`src/rtl/icache_pkg.sv`:
```
// Shared constants, FSM state type and address field helpers for the
// direct-mapped instruction cache and its fill controller.
// Byte address layout: [ tag | index | word | byte ]. The byte bit is ignored
// because instructions are always 2-byte aligned.
package icache_pkg;

   localparam int unsigned ADDR_W          = 16;
   localparam int unsigned DATA_W          = 16;
   localparam int unsigned NUM_SETS        = 32;
   localparam int unsigned WORDS_PER_BLOCK = 8;

   localparam int unsigned INDEX_W  = $clog2(NUM_SETS);
   localparam int unsigned WORD_W   = $clog2(WORDS_PER_BLOCK);
   localparam int unsigned OFFSET_W = WORD_W + 1;
   localparam int unsigned TAG_W    = ADDR_W - INDEX_W - OFFSET_W;

   typedef enum logic [1:0] {
      StIdle,
      StFill,
      StCommit
   } fill_state_e;

   function automatic logic [TAG_W-1:0] addr_tag(input logic [ADDR_W-1:0] addr);
      return addr[ADDR_W-1 -: TAG_W];
   endfunction

   function automatic logic [INDEX_W-1:0] addr_index(input logic [ADDR_W-1:0] addr);
      return addr[OFFSET_W +: INDEX_W];
   endfunction

   function automatic logic [WORD_W-1:0] addr_word(input logic [ADDR_W-1:0] addr);
      return addr[1 +: WORD_W];
   endfunction

endpackage

```
`src/rtl/icache_fill_ctrl_if.sv`:
```
// Bus bundle for the instruction cache.
// Fetch side : fetch_req, fetch_addr, invalidate (requester -> cache),
//              fetch_instr, fetch_stall (cache -> requester).
// Memory side: mem_rd_req, mem_addr (cache -> memory),
//              mem_rd_valid, mem_rd_data (memory -> cache).
// The cache connects as fetch_slave and mem_master.
interface icache_fill_ctrl_if;
   import icache_pkg::*;

   logic              fetch_req;
   logic [ADDR_W-1:0] fetch_addr;
   logic              invalidate;
   logic [DATA_W-1:0] fetch_instr;
   logic              fetch_stall;

   logic              mem_rd_req;
   logic [ADDR_W-1:0] mem_addr;
   logic              mem_rd_valid;
   logic [DATA_W-1:0] mem_rd_data;

   modport fetch_slave (
      input  fetch_req, fetch_addr, invalidate,
      output fetch_instr, fetch_stall
   );

   modport fetch_master (
      output fetch_req, fetch_addr, invalidate,
      input  fetch_instr, fetch_stall
   );

   modport mem_master (
      output mem_rd_req, mem_addr,
      input  mem_rd_valid, mem_rd_data
   );

   modport mem_slave (
      input  mem_rd_req, mem_addr,
      output mem_rd_valid, mem_rd_data
   );

endinterface

```
`src/rtl/icache_data_array.sv`:
```
// Instruction cache data store: NumSets lines of WordsPerBlock words.
// Ports: clk_i; write port we_i/wr_index_i/wr_word_i/wr_data_i (synchronous);
//        read port rd_index_i/rd_word_i -> rd_data_o (combinational).
// Contents are not reset; the valid bits in the controller guard them.
module icache_data_array import icache_pkg::*; #(
   parameter int unsigned NumSets       = NUM_SETS,
   parameter int unsigned WordsPerBlock = WORDS_PER_BLOCK,
   parameter int unsigned DataW         = DATA_W
) (
   input  logic                             clk_i,
   input  logic                             we_i,
   input  logic [$clog2(NumSets)-1:0]       wr_index_i,
   input  logic [$clog2(WordsPerBlock)-1:0] wr_word_i,
   input  logic [DataW-1:0]                 wr_data_i,
   input  logic [$clog2(NumSets)-1:0]       rd_index_i,
   input  logic [$clog2(WordsPerBlock)-1:0] rd_word_i,
   output logic [DataW-1:0]                 rd_data_o
);

   localparam int unsigned IdxW  = $clog2(NumSets);
   localparam int unsigned WordW = $clog2(WordsPerBlock);

   logic [DataW-1:0]      mem_q [NumSets*WordsPerBlock];
   logic [IdxW+WordW-1:0] wr_addr;
   logic [IdxW+WordW-1:0] rd_addr;

   assign wr_addr   = {wr_index_i, wr_word_i};
   assign rd_addr   = {rd_index_i, rd_word_i};
   assign rd_data_o = mem_q[rd_addr];

   always_ff @(posedge clk_i) begin
      if (we_i) begin
         mem_q[wr_addr] <= wr_data_i;
      end
   end

endmodule

```
`src/rtl/icache_fill_ctrl.sv`:
```
// Direct-mapped instruction cache with a block-fill controller.
// Ports: clk, rst_n (async, active-low);
//        fetch (fetch_slave): combinational lookup, instruction + stall back;
//        mem (mem_master): one outstanding word read at a time during a fill.
// A miss stalls fetch, fills the whole line word-by-word, commits tag/valid
// in one extra cycle, and then the held fetch address is looked up again.
module icache_fill_ctrl import icache_pkg::*; (
   input  logic                    clk,
   input  logic                    rst_n,
   icache_fill_ctrl_if.fetch_slave fetch,
   icache_fill_ctrl_if.mem_master  mem
);

   fill_state_e state_q, state_d;

   logic [NUM_SETS-1:0] valid_q, valid_d;
   logic [TAG_W-1:0]    tag_q [NUM_SETS];
   logic [TAG_W-1:0]    fill_tag_q, fill_tag_d;
   logic [INDEX_W-1:0]  fill_index_q, fill_index_d;
   logic [WORD_W-1:0]   cnt_q, cnt_d;
   logic                inv_pend_q, inv_pend_d;

   logic                tag_we;
   logic                data_we;
   logic [TAG_W-1:0]    req_tag;
   logic [INDEX_W-1:0]  req_index;
   logic [WORD_W-1:0]   req_word;
   logic [DATA_W-1:0]   rd_data;
   logic                hit;
   logic                miss;

   assign req_tag   = addr_tag(fetch.fetch_addr);
   assign req_index = addr_index(fetch.fetch_addr);
   assign req_word  = addr_word(fetch.fetch_addr);

   assign hit  = fetch.fetch_req & valid_q[req_index] & (tag_q[req_index] == req_tag);
   assign miss = fetch.fetch_req & ~hit;

   icache_data_array u_data (
      .clk_i      (clk),
      .we_i       (data_we),
      .wr_index_i (fill_index_q),
      .wr_word_i  (cnt_q),
      .wr_data_i  (mem.mem_rd_data),
      .rd_index_i (req_index),
      .rd_word_i  (req_word),
      .rd_data_o  (rd_data)
   );

   always_ff @(posedge clk or negedge rst_n) begin
      if (!rst_n) begin
         state_q      <= StIdle;
         valid_q      <= '0;
         fill_tag_q   <= '0;
         fill_index_q <= '0;
         cnt_q        <= '0;
         inv_pend_q   <= 1'b0;
      end else begin
         state_q      <= state_d;
         valid_q      <= valid_d;
         fill_tag_q   <= fill_tag_d;
         fill_index_q <= fill_index_d;
         cnt_q        <= cnt_d;
         inv_pend_q   <= inv_pend_d;
      end
   end

   // Tags need no reset: an entry is only consulted when its valid bit is set.
   always_ff @(posedge clk) begin
      if (tag_we) begin
         tag_q[fill_index_q] <= fill_tag_q;
      end
   end

   always_comb begin
      state_d      = state_q;
      valid_d      = valid_q;
      fill_tag_d   = fill_tag_q;
      fill_index_d = fill_index_q;
      cnt_d        = cnt_q;
      inv_pend_d   = inv_pend_q;
      tag_we       = 1'b0;
      data_we      = 1'b0;
      case (state_q)
         StIdle: begin
            // An invalidate (fresh or deferred from a fill) wins over a miss;
            // the miss is simply seen again on the next cycle.
            if (fetch.invalidate || inv_pend_q) begin
               valid_d    = '0;
               inv_pend_d = 1'b0;
            end else if (miss) begin
               state_d      = StFill;
               fill_tag_d   = req_tag;
               fill_index_d = req_index;
               cnt_d        = '0;
            end
         end
         StFill: begin
            if (fetch.invalidate) begin
               inv_pend_d = 1'b1;
            end
            if (mem.mem_rd_valid) begin
               data_we = 1'b1;
               if (cnt_q == WORD_W'(WORDS_PER_BLOCK - 1)) begin
                  state_d = StCommit;
               end else begin
                  cnt_d = cnt_q + WORD_W'(1);
               end
            end
         end
         StCommit: begin
            if (fetch.invalidate) begin
               inv_pend_d = 1'b1;
            end
            tag_we                = 1'b1;
            valid_d[fill_index_q] = 1'b1;
            cnt_d                 = '0;
            state_d               = StIdle;
         end
         default: begin
            state_d = StIdle;
         end
      endcase
   end

   // Stall and instruction are forced quiet while reset is held, even if the
   // requester keeps fetch_req high.
   always_comb begin
      mem.mem_rd_req    = (state_q == StFill);
      mem.mem_addr      = '0;
      if (state_q == StFill) begin
         mem.mem_addr = {fill_tag_q, fill_index_q, cnt_q, 1'b0};
      end
      fetch.fetch_stall = rst_n & (miss | (state_q != StIdle));
      fetch.fetch_instr = '0;
      if (rst_n && fetch.fetch_req && !fetch.fetch_stall) begin
         fetch.fetch_instr = rd_data;
      end
   end

endmodule

```
`src/flat_wrapper.sv`:
```
// flat-port wrapper written by rule: the top's interface ports become plain ports
module icache_fill_ctrl_flat import icache_pkg::*;
  (clk, rst_n, fetch_fetch_req, fetch_fetch_addr, fetch_invalidate, fetch_fetch_instr, fetch_fetch_stall, mem_mem_rd_req, mem_mem_addr, mem_mem_rd_valid, mem_mem_rd_data);
  icache_fill_ctrl_if fetch_i ();
  icache_fill_ctrl_if mem_i ();
  input  logic clk;
  input  logic rst_n;
  input wire logic [$bits(fetch_i.fetch_req)-1:0] fetch_fetch_req;
  input wire logic [$bits(fetch_i.fetch_addr)-1:0] fetch_fetch_addr;
  input wire logic [$bits(fetch_i.invalidate)-1:0] fetch_invalidate;
  output wire logic [$bits(fetch_i.fetch_instr)-1:0] fetch_fetch_instr;
  output wire logic [$bits(fetch_i.fetch_stall)-1:0] fetch_fetch_stall;
  output wire logic [$bits(mem_i.mem_rd_req)-1:0] mem_mem_rd_req;
  output wire logic [$bits(mem_i.mem_addr)-1:0] mem_mem_addr;
  input wire logic [$bits(mem_i.mem_rd_valid)-1:0] mem_mem_rd_valid;
  input wire logic [$bits(mem_i.mem_rd_data)-1:0] mem_mem_rd_data;
  assign fetch_i.fetch_req = fetch_fetch_req;
  assign fetch_i.fetch_addr = fetch_fetch_addr;
  assign fetch_i.invalidate = fetch_invalidate;
  assign fetch_fetch_instr = fetch_i.fetch_instr;
  assign fetch_fetch_stall = fetch_i.fetch_stall;
  assign mem_mem_rd_req = mem_i.mem_rd_req;
  assign mem_mem_addr = mem_i.mem_addr;
  assign mem_i.mem_rd_valid = mem_mem_rd_valid;
  assign mem_i.mem_rd_data = mem_mem_rd_data;
  icache_fill_ctrl u_core (.clk(clk), .rst_n(rst_n), .fetch(fetch_i), .mem(mem_i));
endmodule
```
`config.mk`:
```
export PLATFORM = sky130hd
export DESIGN_NAME = icache_fill_ctrl_flat
export DESIGN_NICKNAME = d
export VERILOG_FILES = /design/src/rtl/icache_pkg.sv /design/src/rtl/icache_fill_ctrl_if.sv /design/src/rtl/icache_data_array.sv /design/src/rtl/icache_fill_ctrl.sv /design/src/flat_wrapper.sv
export SDC_FILE = /design/constraint.sdc
export NUM_CORES = 2
export LEC_CHECK = 0
export CAP_MARGIN = 5
export CORE_MARGIN = 2
export CORE_UTILIZATION = 57
export DETAILED_ROUTE_END_ITERATION = 7
export PLACE_DENSITY = 0.76
export SYNTH_ARGS = -nofsm -noshare
export SYNTH_HDL_FRONTEND = slang
export SYNTH_MEMORY_MAX_BITS = 65536
export SYNTH_SLANG_ARGS = --single-unit
```
`constraint.sdc`:
```
create_clock -name clk -period 3.6 [get_ports clk]
set_clock_uncertainty 0.05 [all_clocks]
set_input_delay 0.36 -clock clk [delete_from_list [all_inputs] [get_ports clk]]
set_output_delay 0.36 -clock clk [all_outputs]
set_load 0.02 [all_outputs]
```
==> results.ini <==
[logic_synthesis]
avgSynthCellArea_sq_um=24.2
synth_nets=6980
synth_compound_area_frac=0.00571
synth-seq-cells=4370
synth_top_family_by_area=multiplexers
synth-seq-area-share=0.781
synth_mux_area_frac=0.190
ys_warn_count=0
synth.distinct_cells=44
synth_xor_area_frac=0.000365
syn_area_sq_um=168000
synthCells=6934
synth-adder-area-share=0.000671
yosys.area_share.simple=0.0127

[drt]
vias=82800
wire_per_inst_um=36.5
drt_iter0_drc=12800
drc=0
drtAntennaViolNets=0
wl_um=440000
viasPerCell=6.86
first_pass_iters=7

[die]
num_io_pins=71
die_x_um=547
die_y_um=547
core_sq_um=293000
dieArea_sq_um=299000
rows=199
start_util=0.572

[finish]
multi_input_area_sq_um=35500
syn2layout_area_growth_pct=15.0
nets=7849
n_fill_cell=17300
regArea_sq_um=131000
drive_gt1_frac=0.346
fin_util=0.658

[global_routing]
grt_pass1_vias=83900
grt.overflow.total=0
track_usage=0.295
grt_pass1_wl_um=627000
grt_max_degree=144
grt_antenna_before_repair=33

[critical_path]
start_kind=flop
max_stage_delay_ns=0.55
worst_path_max_delay_cell=or4_4
cp-end-kind=primary output
path_class=flop to primary output
critical_path.cell_chain=mux2i_1 > a22oi_1 > nand3_1 > nand4_1 > xnor2_2 > nand3_2 > or4_4 > or3_4 > buf_6 > buf_6 > a211oi_2 > buf_4 > buf_6
crit_arrival_ns=4.24
required_ns=3.19
cp_common_cell=buf_6
path_max_fanout=6

[timing]
post-route-min-period_ns=4.65
setup_violations=17
rsz0062_at_grt=yes
hold_viol=0
fin_ws_ns=-1.05
slew-limit-headroom=0.0899
max_freq_mhz=215
tightest_slew_ns=1.37
slew_violations=0
min_period_over_period=1.29

[cts]
insertion_delay_ns=0.98
cts_made_buffers=420
clkTransAtPathRegs_ns=0.06
clockRootBuffer=clkbuf_16
clock_sinks=4370
cts_tree=done
h-tree-depth=5
clockBufferDepth=4

[placement]
pre_cts_slack_ns=-1.33
place_hpwl_um=246000
gp_congestion=0.864
portBuffers=68

[power_and_ir_drop]
power.share.sequential=0.527
leakage_uw=0.0612
power.share.clock=0.400
comb_power_share=0.074
switching_power_uw=24500
power_density_nw_per_um2=562
internal_power_uw=84000
switching_share=0.226
max-vdd-ir-drop_mv=0.921

[hold_path]
hp-class=input pin to flop

[run_status]
status=finished with violations
violations=negative setup slack

[run]
cap_violations=0

kinds of logic after synthesis:
group,Yosys count
flops,4370
mux,1498
simple gates,508
buf+inv,402
compound gates,139
fa+ha+maj,9
xor+xnor,7
other cells,1
path summary, 6_finish.rpt:
path / start / endpoint / slack [ns] / cells past startpoint
worst max-delay path: u_core.tag_q[2][6] / fetch_fetch_instr[9] / -1.05 / 13
min in group asynchronous: rst_n / u_core.valid_q[28] / 0.08 / 3
worst min register to register: u_core.valid_q[23] / u_core.valid_q[23] / 0.45 / 2
worst max register to register: u_core.state_q[1] / u_core.u_data.mem_q[112][2] / 0.08 / 8
max in group asynchronous: rst_n / u_core.fill_tag_q[4] / 2.94 / 3
worst min-delay path: mem_mem_rd_data[13] / u_core.u_data.mem_q[26][13] / 0.02 / 1
layout by cell type (no fill, tap or decap), drive strengths merged, types with 12 or more instances in the layout:
| master | n |
|---|---|
| edfxtp | 4320 |
| a21oi | 49 |
| clkbuf | 519 |
| mux2 | 12 |
| inv | 17 |
| nor2b | 26 |
| buf | 790 |
| bufinv | 37 |
| nand3 | 24 |
| dfrtp | 50 |
| clkdlybuf4s50 | 27 |
| nand4 | 13 |
| clkinv | 200 |
| nor2 | 344 |
| mux2i | 134 |
| nor3 | 12 |
| nand2 | 60 |
| a211oi | 35 |
| and2 | 13 |
| mux4 | 1352 |
| a22oi | 43 |
cell usage after synthesis (all sizes together):
master,instances,share of area
edfxtp,4320,0.77
mux4,1352,0.18
nor2,344,0.0077
clkbuf,239,0.0054
buf,155,0.0042
mux2i,134,0.0080
nand2,60,0.0013
dfrtp,50,0.0075
a21oi,49,0.0015
a22oi,43,0.0019
a211oi,35,0.0019
nor2b,26,0.00097
nand3,24,0.00072
and2,13,0.00049
nand4,13,0.00048
mux2,12,0.00081
nor3,12,0.00036
ha,9,0.00067
inv,8,0.00018
nand2b,8,0.00030
o21ai,5,0.00015
xnor2,5,0.00026
a21boi,3,0.00013
and2b,2,0.000089
or2,2,0.000075
or3,2,0.000075
xor2,2,0.00010
a31oi,1,0.000037
conb,1,0.000022
nor4,1,0.000037
o22a,1,0.000052
o22ai,1,0.000037
o41ai,1,0.000052
or4,1,0.000045
repair_timing:
action	CTS	global route
gates cloned	1	0
hold endpoints to repair	146	0
hold buffers	8	0
pin swaps	16	15
gates resized for setup	57	13
buffers inserted	4	3
endpoints found under the setup margin	17	25
critical path: cells and delay by family (launching register included):
family | cells | cell delay [ns]
flops | 1 | 0.36
mux | 1 | 0.24
compound gates | 2 | 0.30
buf+inv | 4 | 0.62
xor+xnor | 1 | 0.29
simple gates | 5 | 1.49
state kept, by name, summed over array words and instances, names as in the netlist:
| name | cells |
|---|---|
| u_core.cnt_q | 3 |
| u_core.fill_index_q | 5 |
| u_core.fill_tag_q | 7 |
| u_core.inv_pend_q | 1 |
| u_core.state_q | 2 |
| u_core.tag_q | 224 |
| u_core.u_data.mem_q | 4096 |
| u_core.valid_q | 32 |
cell type report:
| cell class | count | share of cell area |
|---|---|---|
| clock buffer | 503 | 0.0564 |
| sequential | 4370 | 0.679 |
| timing repair buffer | 841 | 0.0424 |
| inverter | 8 | 0.000156 |
| multi-input combinational | 2162 | 0.184 |
| tap | 3919 | 0.0254 |
| clock inverter | 255 | 0.0131 |
| antenna | 6 | 0.0000778 |
per-layer routing:
layer / global-route usage / up-vias / part of all wire
li1: - / 31500 / -
met1: 0.397 / 43600 / 0.34
met2: 0.472 / 6563 / 0.49
met3: 0.0686 / 1050 / 0.12
met4: 0.127 / 28 / 0.050
met5: 0 / - / 0.00042
power by group through the flow:
stage | Combinational, uW | Clock [uW] | Sequential [uW]
after global placement | 7500 | 0 | 58100
after detailed placement | 7730 | 0 | 58200
final | 8010 | 43400 | 57100
after global routing | 8310 | 45400 | 57100
after CTS | 7900 | 43700 | 57100
after floorplan | 3890 | 0 | 58100
metrics by stage:
| stage | instances | power (uW) | hold WS (ns) | TNS (ns) | area (sq um) |
|---|---|---|---|---|---|
| 6_report | 12100 | 108000 | 0.0241 | -16.78 | 193000 |
| 5_1_grt | 12100 | 111000 | 0.0571 | -17.73 | 193000 |
| 4_1_cts | 12100 | 109000 | 0.0173 | -16.82 | 193000 |
| 3_5_place_dp | 11300 | 65900 | 0.434 | -22.11 | 179000 |
| 3_3_place_gp | 11300 | 65600 | 0.422 | -23.43 | 179000 |
| 2_1_floorplan | 6934 | 62000 | 0.0144 | 0 | 168000 |
(Power assumes the default switching activity.)
